<file path="config.mk">
export PLATFORM = sky130hd
export DESIGN_NAME = hazard_stall_ctrl_flat
export DESIGN_NICKNAME = d
export VERILOG_FILES = /design/src/rtl/core_pkg.sv /design/src/rtl/hazard_stall_ctrl_if.sv /design/src/rtl/sat_counter.sv /design/src/rtl/hazard_stall_ctrl.sv /design/src/flat_wrapper.sv
export SDC_FILE = /design/constraint.sdc
export NUM_CORES = 1
export LEC_CHECK = 0
export BUFFER_PORTS_ARGS = -buffer_cell sky130_fd_sc_hd__buf_2
export CORE_UTILIZATION = 40
export CTS_BUF_LIST = sky130_fd_sc_hd__clkbuf_8
export DETAILED_ROUTE_END_ITERATION = 12
export GPL_ROUTABILITY_DRIVEN = 0
export GPL_TIMING_DRIVEN = 0
export SLEW_MARGIN = 40
export SYNTH_ARGS = -nofsm -noshare
export SYNTH_HDL_FRONTEND = slang
export SYNTH_SLANG_ARGS = --single-unit
</file>
<file path="constraint.sdc">
create_clock -name clk -period 3.2 [get_ports clk]
set_clock_uncertainty 0.05 [all_clocks]
set_input_delay 0.32 -clock clk [delete_from_list [all_inputs] [get_ports clk]]
set_output_delay 0.32 -clock clk [all_outputs]
set_load 0.01 [all_outputs]
</file>
<file path="src/rtl/core_pkg.sv">
// Shared types for the core pipeline control path:
// FSM state encoding and the per-cycle pipeline control bundle.
package core_pkg;

    localparam int REG_AW = 5;

    typedef enum logic [1:0] {
        IDLE       = 2'd0,
        LOAD_STALL = 2'd1,
        MC_STALL   = 2'd2
    } state_e;

    typedef struct packed {
        logic pc_write;
        logic if_id_write;
        logic if_id_flush;
        logic id_ex_bubble;
        logic ex_hold;
    } ctrl_t;

    // Pass-through: PC and IF/ID advance, no NOP injected, EX runs.
    localparam ctrl_t CTRL_PASS = '{
        pc_write:     1'b1,
        if_id_write:  1'b1,
        if_id_flush:  1'b0,
        id_ex_bubble: 1'b0,
        ex_hold:      1'b0
    };

    function automatic ctrl_t ctrl_stall(input logic bubble,
                                         input logic hold);
        ctrl_t c;
        c              = CTRL_PASS;
        c.pc_write     = 1'b0;
        c.if_id_write  = 1'b0;
        c.id_ex_bubble = bubble;
        c.ex_hold      = hold;
        return c;
    endfunction

endpackage

</file>
<file path="src/rtl/hazard_stall_ctrl_if.sv">
// ID/EX hazard information in, pipeline write/flush/hold controls out.
// master = pipeline side, slave = hazard controller.
interface hazard_stall_ctrl_if
    import core_pkg::*;
#(
    parameter int PERF_W = 32
);
    logic [REG_AW-1:0] id_AddrA;
    logic [REG_AW-1:0] id_AddrB;
    logic              id_useA;
    logic              id_useB;
    logic [REG_AW-1:0] ex_rd;
    logic              ex_RegWrite;
    logic              ex_MemRead;
    logic              ex_mc_start;
    logic              ex_BranchTaken;
    logic              perf_clr;
    logic              PCWrite;
    logic              IF_ID_Write;
    logic              IF_ID_Flush;
    logic              ID_EX_Bubble;
    logic              EX_Hold;
    logic [PERF_W-1:0] stall_cycles;

    modport master (
        output id_AddrA, id_AddrB, id_useA, id_useB,
        output ex_rd, ex_RegWrite, ex_MemRead,
        output ex_mc_start, ex_BranchTaken, perf_clr,
        input  PCWrite, IF_ID_Write, IF_ID_Flush,
        input  ID_EX_Bubble, EX_Hold, stall_cycles
    );

    modport slave (
        input  id_AddrA, id_AddrB, id_useA, id_useB,
        input  ex_rd, ex_RegWrite, ex_MemRead,
        input  ex_mc_start, ex_BranchTaken, perf_clr,
        output PCWrite, IF_ID_Write, IF_ID_Flush,
        output ID_EX_Bubble, EX_Hold, stall_cycles
    );

endinterface

</file>
<file path="src/rtl/sat_counter.sv">
// Saturating up-counter with synchronous clear (clear beats increment).
module sat_counter #(
    parameter int PERF_W = 32
) (
    input  logic              clk,
    input  logic              rst_n,
    input  logic              inc,
    input  logic              clr,
    output logic [PERF_W-1:0] cnt
);

    logic [PERF_W-1:0] cnt_q;
    logic [PERF_W-1:0] cnt_d;

    always_comb begin
        cnt_d = cnt_q;
        if (clr) begin
            cnt_d = '0;
        end else if (inc && (cnt_q != '1)) begin
            cnt_d = cnt_q + 1'b1;
        end
    end

    always_ff @(posedge clk or negedge rst_n) begin
        if (!rst_n) begin
            cnt_q <= '0;
        end else begin
            cnt_q <= cnt_d;
        end
    end

    assign cnt = cnt_q;

endmodule

</file>
<file path="src/rtl/hazard_stall_ctrl.sv">
// Load-use / multi-cycle-op stall and taken-branch flush controller
// sitting between ID and EX, with a stall-cycle performance counter.
module hazard_stall_ctrl
    import core_pkg::*;
#(
    parameter int LOAD_LAT = 1,
    parameter int MC_LAT   = 4,
    parameter int PERF_W   = 32
) (
    input  logic               clk,
    input  logic               rst_n,
    hazard_stall_ctrl_if.slave bus
);

    localparam int MAX_LAT = (LOAD_LAT > MC_LAT) ? LOAD_LAT : MC_LAT;
    localparam int CNT_W   = $clog2(MAX_LAT) + 1;

    // The detection cycle already counts as the first stall/hold cycle.
    localparam logic [CNT_W-1:0] LD_INIT = CNT_W'(LOAD_LAT - 2);
    localparam logic [CNT_W-1:0] MC_INIT = CNT_W'(MC_LAT - 3);

    state_e            state_q;
    state_e            state_d;
    logic [CNT_W-1:0]  cnt_q;
    logic [CNT_W-1:0]  cnt_d;
    ctrl_t             ctrl;
    logic              haz_a;
    logic              haz_b;
    logic              lu;
    logic [PERF_W-1:0] stall_cnt;

    assign haz_a = bus.id_useA & bus.ex_RegWrite & bus.ex_MemRead
                 & (bus.ex_rd == bus.id_AddrA) & (bus.id_AddrA != '0);
    assign haz_b = bus.id_useB & bus.ex_RegWrite & bus.ex_MemRead
                 & (bus.ex_rd == bus.id_AddrB) & (bus.id_AddrB != '0);
    assign lu    = haz_a | haz_b;

    always_comb begin
        state_d = state_q;
        cnt_d   = cnt_q;
        ctrl    = CTRL_PASS;
        unique case (state_q)
            IDLE: begin
                if (bus.ex_BranchTaken) begin
                    ctrl.if_id_flush  = 1'b1;
                    ctrl.id_ex_bubble = 1'b1;
                end else if (bus.ex_mc_start) begin
                    ctrl = ctrl_stall(1'b0, 1'b1);
                    if (MC_LAT > 2) begin
                        cnt_d   = MC_INIT;
                        state_d = MC_STALL;
                    end
                end else if (lu) begin
                    ctrl = ctrl_stall(1'b1, 1'b0);
                    if (LOAD_LAT > 1) begin
                        cnt_d   = LD_INIT;
                        state_d = LOAD_STALL;
                    end
                end
            end
            LOAD_STALL: begin
                ctrl = ctrl_stall(1'b1, 1'b0);
                if (cnt_q == '0) begin
                    state_d = IDLE;
                end else begin
                    cnt_d = cnt_q - 1'b1;
                end
            end
            MC_STALL: begin
                ctrl = ctrl_stall(1'b0, 1'b1);
                if (cnt_q == '0) begin
                    state_d = IDLE;
                end else begin
                    cnt_d = cnt_q - 1'b1;
                end
            end
            default: begin
                state_d = IDLE;
                cnt_d   = '0;
            end
        endcase
    end

    always_ff @(posedge clk or negedge rst_n) begin
        if (!rst_n) begin
            state_q <= IDLE;
            cnt_q   <= '0;
        end else begin
            state_q <= state_d;
            cnt_q   <= cnt_d;
        end
    end

    sat_counter #(
        .PERF_W (PERF_W)
    ) u_stall_cnt (
        .clk   (clk),
        .rst_n (rst_n),
        .inc   (~ctrl.pc_write),
        .clr   (bus.perf_clr),
        .cnt   (stall_cnt)
    );

    assign bus.PCWrite      = ctrl.pc_write;
    assign bus.IF_ID_Write  = ctrl.if_id_write;
    assign bus.IF_ID_Flush  = ctrl.if_id_flush;
    assign bus.ID_EX_Bubble = ctrl.id_ex_bubble;
    assign bus.EX_Hold      = ctrl.ex_hold;
    assign bus.stall_cycles = stall_cnt;

endmodule

</file>
<file path="src/flat_wrapper.sv">
// flat-port wrapper written by rule: the top's interface ports become plain ports
module hazard_stall_ctrl_flat import core_pkg::*;
#(
    parameter int LOAD_LAT = 1,
    parameter int MC_LAT   = 4,
    parameter int PERF_W   = 32
)
  (clk, rst_n, bus_id_AddrA, bus_id_AddrB, bus_id_useA, bus_id_useB, bus_ex_rd, bus_ex_RegWrite, bus_ex_MemRead, bus_ex_mc_start, bus_ex_BranchTaken, bus_perf_clr, bus_PCWrite, bus_IF_ID_Write, bus_IF_ID_Flush, bus_ID_EX_Bubble, bus_EX_Hold, bus_stall_cycles);
  hazard_stall_ctrl_if #(.PERF_W(PERF_W)) bus_i ();
  input  logic clk;
  input  logic rst_n;
  input wire logic [$bits(bus_i.id_AddrA)-1:0] bus_id_AddrA;
  input wire logic [$bits(bus_i.id_AddrB)-1:0] bus_id_AddrB;
  input wire logic [$bits(bus_i.id_useA)-1:0] bus_id_useA;
  input wire logic [$bits(bus_i.id_useB)-1:0] bus_id_useB;
  input wire logic [$bits(bus_i.ex_rd)-1:0] bus_ex_rd;
  input wire logic [$bits(bus_i.ex_RegWrite)-1:0] bus_ex_RegWrite;
  input wire logic [$bits(bus_i.ex_MemRead)-1:0] bus_ex_MemRead;
  input wire logic [$bits(bus_i.ex_mc_start)-1:0] bus_ex_mc_start;
  input wire logic [$bits(bus_i.ex_BranchTaken)-1:0] bus_ex_BranchTaken;
  input wire logic [$bits(bus_i.perf_clr)-1:0] bus_perf_clr;
  output wire logic [$bits(bus_i.PCWrite)-1:0] bus_PCWrite;
  output wire logic [$bits(bus_i.IF_ID_Write)-1:0] bus_IF_ID_Write;
  output wire logic [$bits(bus_i.IF_ID_Flush)-1:0] bus_IF_ID_Flush;
  output wire logic [$bits(bus_i.ID_EX_Bubble)-1:0] bus_ID_EX_Bubble;
  output wire logic [$bits(bus_i.EX_Hold)-1:0] bus_EX_Hold;
  output wire logic [$bits(bus_i.stall_cycles)-1:0] bus_stall_cycles;
  assign bus_i.id_AddrA = bus_id_AddrA;
  assign bus_i.id_AddrB = bus_id_AddrB;
  assign bus_i.id_useA = bus_id_useA;
  assign bus_i.id_useB = bus_id_useB;
  assign bus_i.ex_rd = bus_ex_rd;
  assign bus_i.ex_RegWrite = bus_ex_RegWrite;
  assign bus_i.ex_MemRead = bus_ex_MemRead;
  assign bus_i.ex_mc_start = bus_ex_mc_start;
  assign bus_i.ex_BranchTaken = bus_ex_BranchTaken;
  assign bus_i.perf_clr = bus_perf_clr;
  assign bus_PCWrite = bus_i.PCWrite;
  assign bus_IF_ID_Write = bus_i.IF_ID_Write;
  assign bus_IF_ID_Flush = bus_i.IF_ID_Flush;
  assign bus_ID_EX_Bubble = bus_i.ID_EX_Bubble;
  assign bus_EX_Hold = bus_i.EX_Hold;
  assign bus_stall_cycles = bus_i.stall_cycles;
  hazard_stall_ctrl #(.LOAD_LAT(LOAD_LAT), .MC_LAT(MC_LAT), .PERF_W(PERF_W)) u_core (.clk(clk), .rst_n(rst_n), .bus(bus_i));
endmodule
</file>
==> results.txt <==
* Outcome: finished clean
- Launch instance of the worst min-delay path: bus_ex_mc_start
* Total of warnings raised by yosys: 0
* Crit path arrival time: 2.24 ns
* Number of different library cells in the post-synthesis netlist: 43
- Source-to-sink clock delay at the later pin of the worst-skew pair: 0.29 ns
- The total overflow left after global routing is 0.
- Clock-pin slew was measured on the worst setup and hold paths at 0.07 ns.
- In this run the tool buffered the top-level ports with 59 buffer cells.
- For the pin with the worst max-slew slack, the measured transition is 0.5436 ns.
- Each instance of the synthesized netlist takes up on average 8.891 um^2.
* Setup repair after global routing missed its margin: no
- CTS saw 36 sinks.
- Yosys instantiated no cell more often than sky130_fd_sc_hd__dfrtp_1.
- CTS tree: built
- STA classifies the critical path endpoint as a primary output.
- Across the VDD grid, the largest voltage drop is 0.0003623 V.
- The biggest area contributor in the post-synthesis netlist is sky130_fd_sc_hd__dfrtp_1.
* Top cell types by occurrence after synthesis: 36 x sky130_fd_sc_hd__dfrtp_1, 21 x sky130_fd_sc_hd__a21oi_1, 19 x sky130_fd_sc_hd__nand2_1
- Number of diodes: 0
* Number of max-cap violations: 0
* Post-CTS Setup Bufs: 0
- After clock tree synthesis, the flow added hold-fix buffers numbering 1.
* Final count of hold timing violations: 0
- Clock Path Buffers: 2
- Cell area after synthesis: 2258 um^2
- The final layout contains 348 nets.
- Initial DRC count: 148
- Flop and latch count out of synthesis: 36
- Areal power density over the cells: 480.5 nW/um^2
* Final core area utilization: 0.5275
* Number of enable flip-flop cells after synthesis: 0
* Count of nets left with antenna violations after detail routing: 0
- In this run the worst hold path is classified as in -> reg.
- First-pass DRT Iterations: 4
* Post-Syn Nets: 281
- The worst setup path is of the reg -> out kind.
- With fillers left out, the area of the finished cells amounts to 2780 um^2.
- H-tree levels: 2
* Area enclosed by the die boundary: 5951 um^2
- Final slew viol count: 0
- Dividing the detail-routed via count by the number of cells gives 5.526.
- I/O Pins: 61
* # DRC: 0
* R2R Path Start: u_core.u_stall_cnt.cnt[14]$_DFFE_PN0P_
- In the synthesized netlist, the number of instances is 254.
- Fraction of registers with async set/reset: 1.000
* Cell depth of the worst min-delay path: 3
- The final route contains 2166 vias.
* Number of global-route vias before repair: 2044
* Setup violators final: 0
- In the final routed layout, each cell accounts on average for 15.01 um.
* Layout cells sized above 1: 0.2950
- Final-layout worst hold slack: 0.4272 ns
- Leakage: 0.001276 uW
* Slew margin rel.: 0.6352
* Root Buffer Master: sky130_fd_sc_hd__clkbuf_8
* Min Clock Period, post-route: 2.614 ns
- In the finished design, the share of the clock period the worst path needs comes to 0.8168.
- Startpoint class of the critical path: flop
- Max frequency: 0.3826 GHz
- The first global-routing pass estimated 9.963 mm of wire.
- Summing all placed instances gives a cell area of 2644 um^2.
* Main synth FF type: sky130_fd_sc_hd__dfrtp_1
* Share of the synthesized area in the top cell type: 0.3989
- The wire-length estimate of the detail-placed layout is 4.277 mm.
- Global router's overall resource usage: 0.2114
- Tracing the worst setup path back leads to its startpoint at u_core.state_q[1]$_DFFE_PN0P_.
- The floorplan step set the die width to 77.14 um.
* Synthesis-to-layout area growth: 23.10%
- For this configuration, the core starts out at a cell density of 0.4285.
- Number of resized instances in the post-cts repair step: 0
- Ranking of synthesized cells by area: sky130_fd_sc_hd__dfrtp_1 40%, sky130_fd_sc_hd__mux2_2 6.0%, sky130_fd_sc_hd__a21oi_1 4.7%
- At the worst endpoint, the required time is 2.83 ns.
- The initial antenna violation count came to 0.
- Total Negative Setup Slacks: 0 ns
* Total wire length: 5.882 mm
- TritonCTS Buffers: 5
- Along the worst path, the maximum fanout reaches 11.
* Area of the core: 5270 um^2
- The die is 77.14 um tall.
- Sequential-to-total area share from yosys stat: 0.3989
- Pin count of the biggest net entering global routing: 37
- Register-to-Register Path Depth: 7
* Count of standard-cell rows: 26
==> path summary, 6_finish.rpt <==
kind,end,slack [ns]
max reg2reg,u_core.u_stall_cnt.cnt[9]$_DFFE_PN0P_,0.62
min in group asynchronous,u_core.u_stall_cnt.cnt[18]$_DFFE_PN0P_,0.48
max,bus_PCWrite,0.59
min reg2reg,u_core.cnt_q[2]$_DFFE_PN0P_,0.46
max in group asynchronous,u_core.u_stall_cnt.cnt[1]$_DFFE_PN0P_,2.26
min,u_core.state_q[1]$_DFFE_PN0P_,0.43
==> area by class of cell <==
| cell class | count | area (um^2) |
|---|---|---|
| fill | 530 | 2490 |
| tap | 70 | 87.58 |
| timing repair buffer | 60 | 307.8 |
| sequential | 36 | 900.9 |
| inverter | 6 | 22.52 |
| clock inverter | 1 | 30.03 |
| multi-input combinational | 200 | 1274 |
| clock buffer | 7 | 96.34 |
| buffer | 12 | 61.31 |
==> stage by stage <==
step	std cells	setup WS [ns]	total power, uW
after floorplan	254	0.9825	760.8
after global placement	383	0.6695	888.1
after detailed placement	383	0.6376	893.1
after CTS	392	0.5693	1345
after global routing	392	0.4304	1409
final	392	0.5863	1336
==> placed cells by master (no fill, tap or decap), drive strengths merged, types with 4 or more instances in the layout <==
| master | netlist | layout |
|---|---|---|
| inv | 6 | 6 |
| buf | 6 | 65 |
| nor3 | 7 | 7 |
| nand4 | 11 | 11 |
| nand3 | 12 | 12 |
| nor2 | 18 | 18 |
| o31ai | 7 | 7 |
| nand2b | 4 | 4 |
| nor2b | 12 | 12 |
| or3 | 6 | 6 |
| xnor2 | 6 | 6 |
| o21ai | 14 | 14 |
| a21oi | 21 | 21 |
| nand2 | 19 | 19 |
| nor4 | 5 | 5 |
| and3 | 9 | 9 |
| dfrtp | 36 | 36 |
| or4 | 11 | 11 |
| clkbuf | 6 | 13 |
| mux2 | 12 | 12 |
==> registers in the layout, summed over array words and instances, names as in the netlist <==
name and count:
u_core.cnt_q 3, u_core.state_q 1, u_core.u_stall_cnt.cnt 32
==> cell families after synthesis <==
logic type | count (synthesis) | share of synthesized area
DFF | 36 | 0.3989
muxes | 12 | 0.05983
buffers and inverters | 18 | 0.03712
xor gates and xnor gates | 9 | 0.03490
adders and majority gates | 3 | 0.01662
AOI/OAI and AO/OA | 51 | 0.1324
and+or+nand+nor | 125 | 0.3202
==> power by group <==
group	internal [uW]	switching (uW)
clock network	275	177
registers	491	23.6
logic	143	226
total	909	427
==> worst max-delay path, stage by stage (launching register included) <==
cell and delay [ns]:
sky130_fd_sc_hd__dfrtp_1 0.40, sky130_fd_sc_hd__or2b_2 0.31, sky130_fd_sc_hd__and3_1 0.14, sky130_fd_sc_hd__a31oi_1 0.24, sky130_fd_sc_hd__and2_4 0.24, sky130_fd_sc_hd__buf_6 0.14
sky130_fd_sc_hd__buf_2 0.23, sky130_fd_sc_hd__buf_4 0.14, sky130_fd_sc_hd__buf_2 0.11
==> metal layers <==
metal / global-route usage / up-vias / part of all wire
met5: 0 / - / 0
met4: 0.05660 / 0 / 0.0082
met3: 0.03690 / 5 / 0.038
met2: 0.3442 / 45 / 0.47
met1: 0.2872 / 1053 / 0.48
li1: - / 1063 / -
(Power assumes the default switching activity.)
